<file path="src/rtl/encrypt_msg.sv">
// -----------------------------------------------------------------------------
// encrypt_msg -- RC4-style stream encryption of MSG_LEN plaintext bytes.
//
// The S permutation lives in an external synchronous memory that a separate
// KSA block has already initialised. Each byte runs the PRGA step
// (i, j update, swap, keystream fetch) against that memory. The byte is then
// XORed with one plaintext byte, and the result is handed to the sink.
//
// Parameters
//   MSG_LEN        bytes encrypted per run (1..256)
// Optional feature
//   ENC_PRINTABLE_CHK_EN  when defined, plaintext other than space or 'a'..'z'
//                         aborts the run (INVALID_P / o_em_invalid)
// Ports
//   i_clk, i_rst_n            clock, async active-low reset
//   i_start                   level; starts a run from IDLE
//   i_pt_valid/i_pt_data      plaintext byte offered
//   o_pt_ready                one-cycle consume strobe (WAIT_PT only)
//   o_ct_valid/o_ct_data      ciphertext byte offered, i_ct_ready accepts
//   o_em_s_address/_data/_wren, i_em_s_q   S-memory port (2-cycle read latency)
//   o_em_done / o_em_invalid  run complete / run aborted, held until start low
// -----------------------------------------------------------------------------
module encrypt_msg #(
  parameter int MSG_LEN = 32
) (
  input  logic       i_clk,
  input  logic       i_rst_n,
  input  logic       i_start,
  input  logic       i_pt_valid,
  input  logic [7:0] i_pt_data,
  output logic       o_pt_ready,
  output logic       o_ct_valid,
  output logic [7:0] o_ct_data,
  input  logic       i_ct_ready,
  output logic [7:0] o_em_s_address,
  output logic [7:0] o_em_s_data,
  output logic       o_em_s_wren,
  input  logic [7:0] i_em_s_q,
  output logic       o_em_done,
  output logic       o_em_invalid
);

  typedef enum logic [4:0] {
    IDLE, INC_I, LOAD_I, READ_I, SAVE_I, CALC_J, LOAD_J, READ_J, SAVE_J,
    WRITE_I, WRITE_J, CALC_F, LOAD_F, READ_F, SAVE_F, WAIT_PT, SEND_CT,
    CHK_DONE, INC_K, DONE, INVALID_P
  } state_t;

  localparam logic [7:0] K_LAST = 8'(MSG_LEN - 1);

  state_t     r_state;
  logic [7:0] r_i, r_j, r_k, r_si, r_sj, r_f, r_ct;
  logic [7:0] r_addr, r_wdata;
  logic       r_wren, r_ct_valid, r_done, r_invalid;

  logic       w_pt_take;
  logic       w_pt_ok;

  // Consume strobe must coincide with the cycle pt_data is sampled, so it is
  // the only output decoded combinationally from state.
  assign w_pt_take = (r_state == WAIT_PT) && i_pt_valid;

`ifdef ENC_PRINTABLE_CHK_EN
  assign w_pt_ok = (i_pt_data == 8'h20) ||
                   ((i_pt_data >= 8'h61) && (i_pt_data <= 8'h7A));
`else
  assign w_pt_ok = 1'b1;
`endif

  // Outputs are registered: each state sets the values the *next* state
  // presents, so the address is already on the bus when LOAD_x is entered.
  always_ff @(posedge i_clk or negedge i_rst_n) begin
    if (!i_rst_n) begin
      r_state    <= IDLE;
      r_i        <= 8'h00;
      r_j        <= 8'h00;
      r_k        <= 8'h00;
      r_si       <= 8'h00;
      r_sj       <= 8'h00;
      r_f        <= 8'h00;
      r_ct       <= 8'h00;
      r_addr     <= 8'h00;
      r_wdata    <= 8'h00;
      r_wren     <= 1'b0;
      r_ct_valid <= 1'b0;
      r_done     <= 1'b0;
      r_invalid  <= 1'b0;
    end else begin
      case (r_state)
        IDLE: if (i_start) begin
          r_i     <= 8'h00;
          r_j     <= 8'h00;
          r_k     <= 8'h00;
          r_state <= INC_I;
        end
        INC_I: begin
          r_i     <= r_i + 8'd1;
          r_addr  <= r_i + 8'd1;
          r_state <= LOAD_I;
        end
        LOAD_I: r_state <= READ_I;
        READ_I: r_state <= SAVE_I;
        SAVE_I: begin
          r_si    <= i_em_s_q;
          r_state <= CALC_J;
        end
        CALC_J: begin
          r_j     <= r_j + r_si;
          r_addr  <= r_j + r_si;
          r_state <= LOAD_J;
        end
        LOAD_J: r_state <= READ_J;
        READ_J: r_state <= SAVE_J;
        SAVE_J: begin
          // Swap: S[i] <= sj first, then S[j] <= si. With i==j both writes
          // carry the same value, leaving S unchanged.
          r_sj    <= i_em_s_q;
          r_addr  <= r_i;
          r_wdata <= i_em_s_q;
          r_wren  <= 1'b1;
          r_state <= WRITE_I;
        end
        WRITE_I: begin
          r_addr  <= r_j;
          r_wdata <= r_si;
          r_state <= WRITE_J;
        end
        WRITE_J: begin
          r_wren  <= 1'b0;
          r_state <= CALC_F;
        end
        CALC_F: begin
          r_addr  <= r_si + r_sj;
          r_state <= LOAD_F;
        end
        LOAD_F: r_state <= READ_F;
        READ_F: r_state <= SAVE_F;
        SAVE_F: begin
          r_f     <= i_em_s_q;
          r_state <= WAIT_PT;
        end
        WAIT_PT: if (w_pt_take) begin
          if (w_pt_ok) begin
            r_ct       <= i_pt_data ^ r_f;
            r_ct_valid <= 1'b1;
            r_state    <= SEND_CT;
          end else begin
            r_invalid <= 1'b1;
            r_state   <= INVALID_P;
          end
        end
        SEND_CT: if (i_ct_ready) begin
          r_ct_valid <= 1'b0;
          r_state    <= CHK_DONE;
        end
        CHK_DONE: begin
          if (r_k == K_LAST) begin
            r_done  <= 1'b1;
            r_state <= DONE;
          end else begin
            r_state <= INC_K;
          end
        end
        INC_K: begin
          r_k     <= r_k + 8'd1;
          r_state <= INC_I;
        end
        DONE: if (!i_start) begin
          r_done  <= 1'b0;
          r_state <= IDLE;
        end
        INVALID_P: if (!i_start) begin
          r_invalid <= 1'b0;
          r_state   <= IDLE;
        end
        default: r_state <= IDLE;
      endcase
    end
  end

  assign o_pt_ready     = w_pt_take;
  assign o_ct_valid     = r_ct_valid;
  assign o_ct_data      = r_ct;
  assign o_em_s_address = r_addr;
  assign o_em_s_data    = r_wdata;
  assign o_em_s_wren    = r_wren;
  assign o_em_done      = r_done;
  assign o_em_invalid   = r_invalid;

endmodule

</file>
<file path="config.mk">
export PLATFORM = sky130hd
export DESIGN_NAME = encrypt_msg
export DESIGN_NICKNAME = d
export VERILOG_FILES = /design/src/rtl/encrypt_msg.sv
export SDC_FILE = /design/constraint.sdc
export NUM_CORES = 1
export LEC_CHECK = 0
export CAP_MARGIN = 20
export CORE_AREA = 4 4 91 93
export CTS_CLUSTER_DIAMETER = 150
export DETAILED_ROUTE_END_ITERATION = 10
export DIE_AREA = 0 0 95 97
export GPL_TIMING_DRIVEN = 1
export HOLD_SLACK_MARGIN = 0.1
export MAX_ROUTING_LAYER = met4
export PLACE_DENSITY = 0.83
export SYNTH_ARGS = -nofsm -noshare
export SYNTH_HDL_FRONTEND = slang
export SYNTH_SLANG_ARGS = --single-unit
</file>
<file path="constraint.sdc">
create_clock -name i_clk -period 4.9 [get_ports i_clk]
set_clock_uncertainty 0.2 [all_clocks]
set_input_delay 0.98 -clock i_clk [delete_from_list [all_inputs] [get_ports i_clk]]
set_output_delay 0.98 -clock i_clk [all_outputs]
set_load 0.01 [all_outputs]
</file>
==> flow_metrics.tcl, run 1 <==
set metrics [dict create \
    dp_cells 573 \
    status "complete, no violations" \
    die_area_sq_mm 0.00922 \
    startpoint_type "flip-flop" \
    cts_buffers 9 \
    wl_um 10300 \
    worst_pin_slew_ps 983 \
    min-delay-start "r_k[7]$_DFFE_PN0P_" \
    async_reset_ff_frac 1.00 \
    p_leak_nw 2.27 \
    clockRootBuffer "clkbuf_8" \
    r2r-end "o_em_s_address[6]$_DFFE_PN0P_" \
    grt_pass1_vias 3685 \
    crit_top_cell "nand2_1" \
    instances_no_fill 589 \
    ant_nets 0 \
    htreeDepth 3 \
    ioPinCount 50 \
    post_synth_instance_area_sq_mm 0.00443 \
    switching_power_mw 1.50 \
    synth-edff-count 0 \
    grt_pass1_wl_um 17700 \
    syn_inst 437 \
    synthFlopType "dfrtp_1" \
    antenna_found_initial 0 \
    holdBufCountCts 0 \
    clkTransAtPathRegs_ps 80 \
    reg2reg_slack_ps 2350 \
    max_stage_delay_ps 820 \
    wl_per_cell_um 17.5 \
    fin_crit_ps 3740 \
    critPathRequiredTime_ps 3720 \
    hp-class "reg2reg" \
    ys_seq_area_frac 0.452 \
    hpwl_um 7390 \
    fin_crit_sh 0.763 \
    diodes 0 \
    internal_power_mw 2.14 \
    dr_total_vias 3682 \
    fmax_mhz 267 \
    gp_congestion 0.902 \
    final_util 0.691 \
    p_per_area_mw_per_mm2 698 \
    yosysWarningCount 0 \
    maxCapViolCount 0 \
    firstDrtPassIters 5 \
    cts_max_path_buffers 2 \
    cts_tree "yes" \
    pwr-share-seq 0.344 \
    fp.dieH_um 97 \
    viasPerCell 6.25 \
    die_w_um 95 \
    drv_slew 0 \
    hold_end "r_k[7]$_DFFE_PN0P_" \
    rsz0062_at_grt "no" \
    setup_tns_ps 0 \
    arrival_ps 2560 \
    avgSynthCellArea_sq_um 10.1 \
    timing.rr.start "r_si[0]$_DFFE_PN0P_" \
    rows 32 \
    cts_resized 0 \
    crit_type "reg2out" \
    worstHoldPathCells 1 \
    crit_chain "nand2_1, nor3_1, nand2_1, clkinv_1, buf_4, clkdlybuf4s50_1" \
    comb_power_share 0.504 \
    grt_max_degree 81 \
    cp.buffers_inverters 3 \
    end_kind "output port" \
    critPathSlowestCell "dfrtp_1" \
    crit_family "buffers and inverters" \
    cts_sinks 80 \
    core_sq_mm 0.00753 \
    yosysUniqueCellTypes 56 \
    ir_drop_v 0.000366 \
    fin_nets 521 \
    ys_ff_latch 80 \
    area_growth_pct 17.4 \
    drc 0 \
    p_sw_frac 0.412 \
    clkLatencyLatePin_ps 350 \
    drt-initial-drc-count 319 \
    r2r_cells 7 \
    hold_viol 0 \
    setup_viol_count_final 0 \
    grt_usage 0.248 \
    slew_headroom 0.344 \
    drive_gt1_frac 0.113 \
    synth_nets 476 \
    path_max_fanout 22 \
    pwr-share-clk 0.152 \
    initial_core_util 0.589 \
    portBuffers 48 \
    grt_remaining_overflow 0 \
    postCtsSetupRepairBufs 0 \
]
-- final cells by class --
cell class,count,area [sq um]
Tap cell,102,128
Sequential cell,80,2000
Clock inverter,6,90.1
Clock buffer,10,138
Fill cell,589,2330
Inverter,4,15.0
Timing Repair Buffer,51,500
Multi-Input combinational cell,336,2330
-- cells in the mapped netlist, drive strengths merged (2+ instances only) --
cell / number / share of area
dfrtp: 80 / 0.45
nor2: 42 / 0.036
o21ai: 37 / 0.042
nand2: 32 / 0.027
mux2: 29 / 0.074
a21oi: 28 / 0.032
mux2i: 17 / 0.038
ha: 16 / 0.045
nand3: 16 / 0.018
buf: 14 / 0.019
xnor2: 14 / 0.028
nor3: 11 / 0.012
a211oi: 10 / 0.017
a21o: 9 / 0.015
and3: 8 / 0.011
and2: 7 / 0.0099
o21bai: 5 / 0.0085
o31ai: 5 / 0.0085
xor2: 5 / 0.0099
a221oi: 3 / 0.0059
a22o: 3 / 0.0059
clkbuf: 3 / 0.0025
inv: 3 / 0.0025
nand2b: 3 / 0.0042
nor3b: 3 / 0.0088
a221o: 2 / 0.0045
a22oi: 2 / 0.0034
a31oi: 2 / 0.0028
a32oi: 2 / 0.0040
fa: 2 / 0.0090
nand3b: 2 / 0.0034
nand4: 2 / 0.0028
nand4b: 2 / 0.0040
nor4: 2 / 0.0028
o211ai: 2 / 0.0034
or3b: 2 / 0.0045
-- per-layer routing --
layer,vias to the layer above,GRT usage,share of wire
met5,-,-,0
met4,0,0.117,0.040
met3,36,0.0404,0.062
met2,171,0.370,0.48
met1,1767,0.328,0.42
li1,1708,-,-
-- flip-flops by register name (all words and copies together), names as in the netlist --
register	count
o_ct_data	8
o_em_s_address	8
o_em_s_data	8
r_f	8
r_i	8
r_j	8
r_k	8
r_si	8
r_sj	8
r_state	5
o_ct_valid	1
o_em_done	1
o_em_s_wren	1
-- worst reg2reg max path, stage by stage, from the launching register on --
cell      delay [ps]
dfrtp_1          440
ha_1             240
fa_1             440
a211oi_1         340
o21bai_1         130
a21oi_1          190
mux2i_1          300
o211ai_1         140
-- cell families after synthesis --
kind of cell | after synthesis | synth area share
simple gates | 136 | 0.154
compound gates | 116 | 0.165
flops | 80 | 0.452
mux | 46 | 0.112
buf+inv | 21 | 0.0246
xor+xnor | 19 | 0.0376
fa+ha+maj | 18 | 0.0542
other cells | 1 | 0.000846
-- worst max path at each step --
stage,startpoint,to,cells past startpoint
finish,r_state[1]$_DFFE_PN0P_,o_pt_ready,6
global route,r_state[1]$_DFFE_PN0P_,o_pt_ready,6
detailed placement,i_pt_valid,o_pt_ready,5
CTS,r_state[1]$_DFFE_PN0P_,o_pt_ready,6
global placement,i_pt_valid,o_pt_ready,5
floorplan,i_pt_valid,o_pt_ready,3
-- metrics by stage --
stage | power [mW] | instance area, sq um | setup slack (ps) | hold WS, ps
after detailed placement | 3.05 | 4970 | 1340 | 262
final | 3.63 | 5200 | 1160 | 282
after global routing | 3.92 | 5200 | 988 | 317
after CTS | 3.62 | 5200 | 1160 | 282
after floorplan | 2.46 | 4430 | 2310 | 236
after global placement | 2.95 | 4970 | 1360 | 257
-- cell usage in the layout, fill, tap and decap left out, types with 5 or more instances in the layout --
cell type,n
o21bai_1,5
nand3_1,16
xnor2_1,14
mux2i_1,17
a21o_1,9
nor3_1,11
and3_1,8
o31ai_1,5
nand2_1,32
nor2_1,41
mux2_2,29
clkdlybuf4s50_1,47
and2_1,7
o21ai_0,36
a21oi_1,28
xor2_1,5
dfrtp_1,80
a211oi_1,10
ha_1,16
clkbuf_8,10
-- power by group through the flow --
stage,combinational (mW),clock (mW),sequential [mW]
after floorplan,1.26,0,1.20
after global placement,1.72,0,1.23
after detailed placement,1.80,0,1.25
after CTS,1.82,0.559,1.24
after global routing,2.03,0.589,1.30
final,1.83,0.552,1.25
Power figures use the tool's default switching activity.
==> run 2, diff against run 1 <==
--- a/config.mk
+++ b/config.mk
@@ -6,14 +6,14 @@
 export NUM_CORES = 1
 export LEC_CHECK = 0
 export CAP_MARGIN = 20
-export CORE_AREA = 4 4 91 93
+export CORE_AREA = 4 4 99 101
 export CTS_CLUSTER_DIAMETER = 150
 export DETAILED_ROUTE_END_ITERATION = 10
-export DIE_AREA = 0 0 95 97
+export DIE_AREA = 0 0 103 105
 export GPL_TIMING_DRIVEN = 1
 export HOLD_SLACK_MARGIN = 0.1
 export MAX_ROUTING_LAYER = met4
-export PLACE_DENSITY = 0.83
+export PLACE_DENSITY = 0.75
 export SYNTH_ARGS = -nofsm -noshare
 export SYNTH_HDL_FRONTEND = slang
 export SYNTH_SLANG_ARGS = --single-unit
==> constraint.sdc (replaced) <==
create_clock -name i_clk -period 3.3 [get_ports i_clk]
set_clock_uncertainty 0.2 [all_clocks]
set_input_delay 0.66 -clock i_clk [delete_from_list [all_inputs] [get_ports i_clk]]
set_output_delay 0.66 -clock i_clk [all_outputs]
set_load 0.01 [all_outputs]
==> flow_metrics.tcl, run 2 (synthesis gave the netlist of run 1 again) <==
set metrics [dict create \
    core_sq_mm 0.00902 \
    grt_pass1_wl_um 16700 \
    drt-initial-drc-count 155 \
    ioPinCount 50 \
    hp-class "reg2reg" \
    maxCapViolCount 0 \
    ant_nets 0 \
    die_w_um 103 \
    cts_buffers 9 \
    setup_viol_count_final 0 \
    max_stage_delay_ps 610 \
    startpoint_type "flip-flop" \
    grt_pass1_vias 3394 \
    hpwl_um 7260 \
    drv_slew 0 \
    grt_max_degree 81 \
    pwr-share-clk 0.142 \
    grt_usage 0.200 \
    gp_congestion 0.869 \
    crit_top_cell "nand2_1" \
    diodes 0 \
    final_cell_mix "dfrtp_1 (80), clkdlybuf4s50_1 (47), nor2_1 (41), o21ai_0 (36), nand2_1 (32)" \
    fin_crit_ps 2980 \
    rsz0062_at_grt "no" \
    hold_viol 0 \
    switching_power_mw 2.17 \
    cts_sinks 80 \
    fin_nets 525 \
    crit_chain "nand2_1, nor3_1, nand2_1, clkinv_1, clkdlybuf4s50_1" \
    slew_headroom 0.582 \
    setup_tns_ps 0 \
    critPathSlowestCell "dfrtp_1" \
    end_kind "output port" \
    htreeDepth 3 \
    holdBufCountCts 0 \
    drc 0 \
    drive_gt1_frac 0.118 \
    clkLatencyLatePin_ps 350 \
    fmax_mhz 335 \
    area_growth_pct 18.3 \
    grt_remaining_overflow 0 \
    dp_cells 584 \
    cts_resized 0 \
    ir_drop_v 0.000551 \
    p_sw_frac 0.413 \
    postCtsSetupRepairBufs 0 \
    status "complete, no violations" \
    instances_no_fill 602 \
    fin_crit_sh 0.904 \
    arrival_ps 2120 \
    antenna_found_initial 0 \
    comb_power_share 0.515 \
    fin_total_pwr_mw 5.25 \
    clockRootBuffer "clkbuf_8" \
    clkTransAtPathRegs_ps 90 \
    p_leak_nw 2.28 \
    internal_power_mw 3.09 \
    die_area_sq_mm 0.0108 \
    crit_type "reg2out" \
    critPathRequiredTime_ps 2440 \
    firstDrtPassIters 4 \
    rows 35 \
    final_common_cell "dfrtp_1" \
    fp.dieH_um 105 \
    path_max_fanout 14 \
    pwr-share-seq 0.344 \
    viasPerCell 5.80 \
    wl_per_cell_um 16.6 \
    initial_core_util 0.491 \
    worst_pin_slew_ps 624 \
    dr_total_vias 3491 \
    cts_tree "yes" \
    p_per_area_mw_per_mm2 1000 \
    wl_um 10000 \
    portBuffers 48 \
    cts_max_path_buffers 2 \
]
==> run 2: power groups by stage <==
| stage | combinational [mW] | clock (mW) | sequential (mW) |
|---|---|---|---|
| floorplan | 1.88 | 0 | 1.77 |
| global route | 3.01 | 0.802 | 1.87 |
| global placement | 2.61 | 0 | 1.79 |
| finish | 2.70 | 0.744 | 1.81 |
| CTS | 2.70 | 0.756 | 1.80 |
| detailed placement | 2.69 | 0 | 1.82 |
==> run 2: critical path, delay by kind of cell, from the launching register on <==
kind	cells	cell delay, ps
AND/OR/NAND/NOR	3	540
buffers and inverters	2	630
flip-flops	1	610
==> run 2: cell type report <==
type | count | area, sq um
clock buffer | 9 | 124
timing repair buffer | 55 | 553
sequential | 80 | 2000
multi-input combinational | 336 | 2330
tap | 111 | 139
inverter | 4 | 15.0
fill | 782 | 3780
clock inverter | 7 | 78.8
==> run 2: path summary, 6_finish.rpt <==
path | cells after the start | slack, ps | startpoint | end
min | 1 | 290 | r_k[7]$_DFFE_PN0P_ | r_k[7]$_DFFE_PN0P_
max | 5 | 320 | r_state[2]$_DFFE_PN0P_ | o_pt_ready
max reg2reg | 5 | 830 | r_state[2]$_DFFE_PN0P_ | r_i[7]$_DFFE_PN0P_
min reg2reg | 1 | 290 | r_k[7]$_DFFE_PN0P_ | r_k[7]$_DFFE_PN0P_
max in group asynchronous | 3 | 1860 | i_rst_n | o_em_s_data[1]$_DFFE_PN0P_
min in group asynchronous | 2 | 460 | i_rst_n | o_em_s_address[2]$_DFFE_PN0P_
==> run 2: routing by layer <==
metal,up-vias,part of all wire,global-route usage
li1,1710,-,-
met1,1695,0.48,0.280
met2,72,0.47,0.300
met3,14,0.034,0.0334
met4,0,0.016,0.0592
met5,-,0,-
==> run 2: per-stage QoR <==
stage / utilization / worst slack [ps] / area [sq um] / hold WS [ps]
floorplan: - / 1100 / 4430 / 164
global placement: 0.554 / 569 / 5000 / 257
detailed placement: 0.554 / 559 / 5000 / 279
CTS: 0.577 / 316 / 5200 / 290
global route: 0.581 / 173 / 5240 / 313
finish: 0.581 / 315 / 5240 / 290
